**src/rtl/if_id_queue.sv**
```systemverilog
// Fetch-to-decode instruction queue: a DEPTH-entry circular FIFO followed by
// a single output register that drives decode. When the FIFO is empty and
// decode is not stalled, an incoming fetch bypasses the FIFO straight into the
// output register, so the best-case fetch-to-decode latency is one cycle.
// Flush and reset share the highest priority and clear pointers, count and
// the output register; the storage array itself is never cleared.
module if_id_queue #(
    parameter int DEPTH  = 4,
    parameter int ADDR_W = 32,
    parameter int INST_W = 32
) (
    input  logic                     clk,
    input  logic                     rst,
    input  logic                     flush_i,
    input  logic                     if_valid_i,
    input  logic [ADDR_W-1:0]        if_pc_i,
    input  logic [INST_W-1:0]        if_inst_i,
    input  logic                     if_jump_i,
    output logic                     if_ready_o,
    input  logic                     id_stall_i,
    output logic                     id_valid_o,
    output logic [ADDR_W-1:0]        id_pc_o,
    output logic [INST_W-1:0]        id_inst_o,
    output logic                     id_jump_o,
    output logic [$clog2(DEPTH):0]   count_o
);

    localparam int PTR_W = $clog2(DEPTH);
    localparam int CNT_W = PTR_W + 1;
    localparam logic [CNT_W-1:0] DEPTH_CNT = CNT_W'(DEPTH);
    localparam logic [CNT_W-1:0] CNT_ONE   = CNT_W'(1);
    localparam logic [PTR_W-1:0] PTR_ONE   = PTR_W'(1);

    logic [ADDR_W-1:0] mem_pc   [DEPTH];
    logic [INST_W-1:0] mem_inst [DEPTH];
    logic              mem_jump [DEPTH];

    logic [PTR_W-1:0] rd_ptr;
    logic [PTR_W-1:0] wr_ptr;
    logic [CNT_W-1:0] count;

    logic push;
    logic fifo_empty;
    logic pop;
    logic bypass;
    logic fifo_wr;

    // Ready depends only on the registered count, so a full queue refuses
    // fetches even in a cycle where decode drains an entry.
    assign if_ready_o = (count < DEPTH_CNT);
    assign push       = if_valid_i && if_ready_o && !flush_i;
    assign fifo_empty = (count == '0);
    assign pop        = !id_stall_i && !fifo_empty && !flush_i;
    assign bypass     = !id_stall_i && fifo_empty && push;
    assign fifo_wr    = push && !bypass;
    assign count_o    = count;

    // Pointer and occupancy bookkeeping; pointers wrap naturally at DEPTH.
    always_ff @(posedge clk) begin
        if (rst || flush_i) begin
            rd_ptr <= '0;
            wr_ptr <= '0;
            count  <= '0;
        end else begin
            if (fifo_wr) begin
                wr_ptr <= wr_ptr + PTR_ONE;
            end
            if (pop) begin
                rd_ptr <= rd_ptr + PTR_ONE;
            end
            case ({fifo_wr, pop})
                2'b10:   count <= count + CNT_ONE;
                2'b01:   count <= count - CNT_ONE;
                default: count <= count;
            endcase
        end
    end

    // Entry storage; contents are don't-care once the pointers are cleared.
    always_ff @(posedge clk) begin
        if (fifo_wr) begin
            mem_pc[wr_ptr]   <= if_pc_i;
            mem_inst[wr_ptr] <= if_inst_i;
            mem_jump[wr_ptr] <= if_jump_i;
        end
    end

    // Output register: FIFO head first, else bypass, else a zeroed bubble.
    always_ff @(posedge clk) begin
        if (rst || flush_i) begin
            id_valid_o <= 1'b0;
            id_pc_o    <= '0;
            id_inst_o  <= '0;
            id_jump_o  <= 1'b0;
        end else if (!id_stall_i) begin
            if (!fifo_empty) begin
                id_valid_o <= 1'b1;
                id_pc_o    <= mem_pc[rd_ptr];
                id_inst_o  <= mem_inst[rd_ptr];
                id_jump_o  <= mem_jump[rd_ptr];
            end else if (push) begin
                id_valid_o <= 1'b1;
                id_pc_o    <= if_pc_i;
                id_inst_o  <= if_inst_i;
                id_jump_o  <= if_jump_i;
            end else begin
                id_valid_o <= 1'b0;
                id_pc_o    <= '0;
                id_inst_o  <= '0;
                id_jump_o  <= 1'b0;
            end
        end
    end

endmodule

```
**config.mk**
```make
export PLATFORM = sky130hd
export DESIGN_NAME = if_id_queue
export DESIGN_NICKNAME = d
export VERILOG_FILES = /design/src/rtl/if_id_queue.sv
export SDC_FILE = /design/constraint.sdc
export NUM_CORES = 1
export LEC_CHECK = 0
export CAP_MARGIN = 20
export CORE_ASPECT_RATIO = 2
export CORE_MARGIN = 3
export CORE_UTILIZATION = 25
export DETAILED_ROUTE_END_ITERATION = 6
export GPL_TIMING_DRIVEN = 0
export PLACE_DENSITY = 0.4
export SYNTH_ARGS = -nofsm -noshare
export SYNTH_HDL_FRONTEND = slang
export SYNTH_SLANG_ARGS = --single-unit
```
**constraint.sdc**
```tcl
create_clock -name clk -period 3.7 [get_ports clk]
set_input_delay 0.74 -clock clk [delete_from_list [all_inputs] [get_ports clk]]
set_output_delay 0.74 -clock clk [all_outputs]
set_load 0.02 [all_outputs]
```
==> metrics.md <==
| Metric | Value |
|---|---|
| Mapped cell area | `12900 sq um` |
| Share of cells above drive strength 1 | `16.8%` |
| Layout overhead on the synthesized area | `26.5%` |
| First-pass DRT Iterations | `4` |
| Critical Path AT | `3.59 ns` |
| Worst Path Buf+Inv | `5` |
| Clock Pin Slew Worst Setup and Hold Paths | `roughly 0.06 ns` |
| Antenna Nets Post-Route | `0` |
| Die H | `328 um` |
| Seq cells post-synth | `335` |
| Max-slew violation count | `0` |
| Die X-Extent | `167 um` |
| Die area | `54700 sq um` |
| Max FO, Critical Path | `10` |
| DR WL/cell | `23.8 um` |
| FMAX | `317 MHz` |
| TNS Setup | `0 ns` |
| Sequential area share after synthesis | `a little under three quarters` |
| Final core occ | `32.0%` |
| CTS Buf Count | `34` |
| # setup viols final | `0` |
| Slowest CP cell | `clkbuf_1` |
| Syn Nets | `783` |
| Nets | `between 900 and 1000` |
| DP Wirelength | `23800 um` |
| Initial DRC Count | `335` |
| Most frequent cells in the layout | `edfxtp_1, clkdlybuf4s50_1, dfxtp_1` |
| Min-Delay Path Class | `register to register` |
| Worst-case clock buffer depth | `3` |
| Worst vdd ir | `0.305 mV` |
| Core area | `51100 sq um` |
| Vias | `approximately 7400` |
| Count of different cell masters after synthesis | `30` |
| H-tree depth | `2` |
| Slew at the pin closest to its max-slew limit | `0.985 ns` |
| First-pass GRT wire length | `54800 um` |
| Largest net degree at the start of global routing | `42` |
| RSZ-0062 raised after global routing | `no` |
| Crit path required time | `4.13 ns` |
| Syn avg cell area | `between 15 and 20 sq um` |
| Setup crit end kind | `register` |
| Vias per inst | `4.70` |
| Synth Instances | `between 700 and 800` |
| PwrDens | `482 nW/um^2` |
| Number of synthesized flops with an enable pin | `260` |
| I/O pin total | `140` |
| Post-CTS Hold Fix Bufs | `0` |
| Fin crit period | `3.16 ns` |
| Crit path max-delay family | `buffers and inverters` |
| Clk_lat worst skew | `0.52 ns` |
| Row cnt | `117` |
| Setup WS pre-CTS | `-0.0400 ns` |
| TritonCTS clock tree | `done` |
| Setup Skew | `0.0182 ns` |
| GRT Util Overall | `13.4%` |
| Fin worst setup slack | `0.543 ns` |
| Clk sinks | `335` |
| Final worst path period share | `approximately 85%` |
| Slew Limit Headroom | `34.2%` |
| Drc violations | `0` |
| Initial Utilization | `between 20% and 30%` |
| LEAKAGE | `between 4 and 5 nW` |
| Final hold violations | `0` |
| FFs w/ async S/R, synth | `0%` |
| Vias in the first global route | `between 8000 and 9000` |
| Status | `finished clean` |
| Leading cell type in the layout, fill and taps excluded | `edfxtp_1` |
| Resize count post-CTS | `0` |
| Initial antenna violation count | `4` |
| Routability cong. | `about 0.7` |
| CP Cell Sequence | `clkdlybuf4s50_1 -> buf_2 -> clkbuf_1 -> buf_2 -> nor3_1 -> ha_1 -> inv_1 -> fa_1 -> xor2_1 -> or3_1 -> a21oi_1` |
| Number of synthesis warnings | `0` |
| # port buffers | `139` |
| Maxcap violations | `0` |
| Worst path most repeated cell | `buf_2` |
| Total wire length | `roughly 37000 um` |
| Crit Path Category | `primary input to register` |
| Worst setup SP type | `primary input` |
| GR Overflow Total | `0` |
| FILL cells | `about 5000` |
| CP max stage delay | `around 0.52 ns` |
| Post-CTS setup repair buffer count | `0` |
| Post-synth top flop | `edfxtp_1` |
| Root buf cell | `clkbuf_16` |
layout make-up:
cell class | instances | area [sq um] | share of cell area [%]
Sequential cell | 335 | 9310 | 56.9
Multi-Input combinational cell | 304 | 3340 | 20.4
Timing Repair Buffer | 143 | 1500 | 9.18
Clock buffer | 42 | 932 | 5.70
Tap cell | 654 | 818 | 5.00
Buffer | 59 | 272 | 1.66
Clock inverter | 19 | 149 | 0.910
Inverter | 9 | 33.8 | 0.206
Antenna cell | 1 | 2.50 | 0.0153
state kept, by name (all words and copies together) (netlist names), named ones only:
signal      count
mem_inst      128
rd_ptr          2
id_valid_o      1
id_jump_o       1
mem_pc        128
mem_jump        4
id_inst_o      32
wr_ptr          2
count_o         3
id_pc_o        32
kinds of logic after synthesis:
kind of cell,after synthesis,synth area share [%]
XOR/XNOR,2,0.135
flip-flops,335,71.9
buffers and inverters,68,2.36
multiplexers,65,11.3
adder cells (fa/ha/maj),6,0.638
AO/OA/AOI/OAI,144,9.40
AND/OR/NAND/NOR,87,4.21
worst register-to-register path, stage by stage, from the launching register on:
cell,delay [ns]
dfxtp_1,0.38
nor3_4,0.54
clkbuf_1,0.58
nor3_1,0.10
ha_1,0.25
inv_1,0.07
fa_1,0.18
xor2_1,0.07
or3_1,0.30
a21oi_1,0.14
worst paths after layout:
kind,cells past startpoint,slack [ns],from,end
min reg2reg,2,0.50,rd_ptr[1]$_SDFFE_PP0P_,register
max,11,0.54,id_stall_i,count_o[2]$_SDFFE_PP0P_
max reg2reg,9,1.03,count_o[0]$_SDFFE_PP0P_,count_o[2]$_SDFFE_PP0P_
min,2,0.50,rd_ptr[1]$_SDFFE_PP0P_,register
per-stage QoR:
| stage | hold slack, ns | instance area, sq um | power [W] | instances |
|---|---|---|---|---|
| after global placement | 0.472 | 15100 | 0.00457 | 1500 |
| after detailed placement | 0.482 | 15300 | 0.00457 | 1504 |
| after CTS | 0.498 | 16400 | 0.00804 | 1565 |
| after floorplan | 0.453 | 12900 | 0.00433 | 707 |
| after global routing | 0.507 | 16400 | 0.00817 | 1565 |
| final | 0.502 | 16400 | 0.00789 | 1566 |
metal layers:
metal | GRT usage (%) | wire length (um) | vias to the layer above
li1 | - | - | 3276
met1 | 15.5 | 14500 | 3863
met2 | 25.1 | 20200 | 171
met3 | 2.37 | 1640 | 48
met4 | 3.81 | 838 | 6
met5 | 0 | 39 | -
where the power goes:
group | leakage [nW] | internal [W] | total (W) | switching [W]
combinational | 1.47 | 0.000155 | 0.000369 | 0.000214
sequential | 2.96 | 0.00409 | 0.00411 | 0.0000154
clock | 0.532 | 0.00194 | 0.00341 | 0.00147
synth_stat cells (2+ instances only):
master,instances,share of area (%)
o21ai_0,3,0.12
nor2b_1,20,0.97
xor2_1,2,0.14
o2bb2ai_1,65,4.4
inv_1,9,0.26
nor2_1,5,0.15
edfxtp_1,260,60
and3_1,4,0.19
dfxtp_1,75,12
and2_1,47,2.3
mux4_2,65,11
a32oi_1,19,1.3
buf_4,6,0.35
clkbuf_1,26,0.75
a41oi_1,46,3.1
ha_1,5,0.48
nand3_1,2,0.077
buf_2,22,0.85
buf_1,5,0.15
a21o_1,2,0.12
a21oi_1,8,0.31
or3_1,3,0.15
No activity file was read; power rests on OpenSTA's default activity.
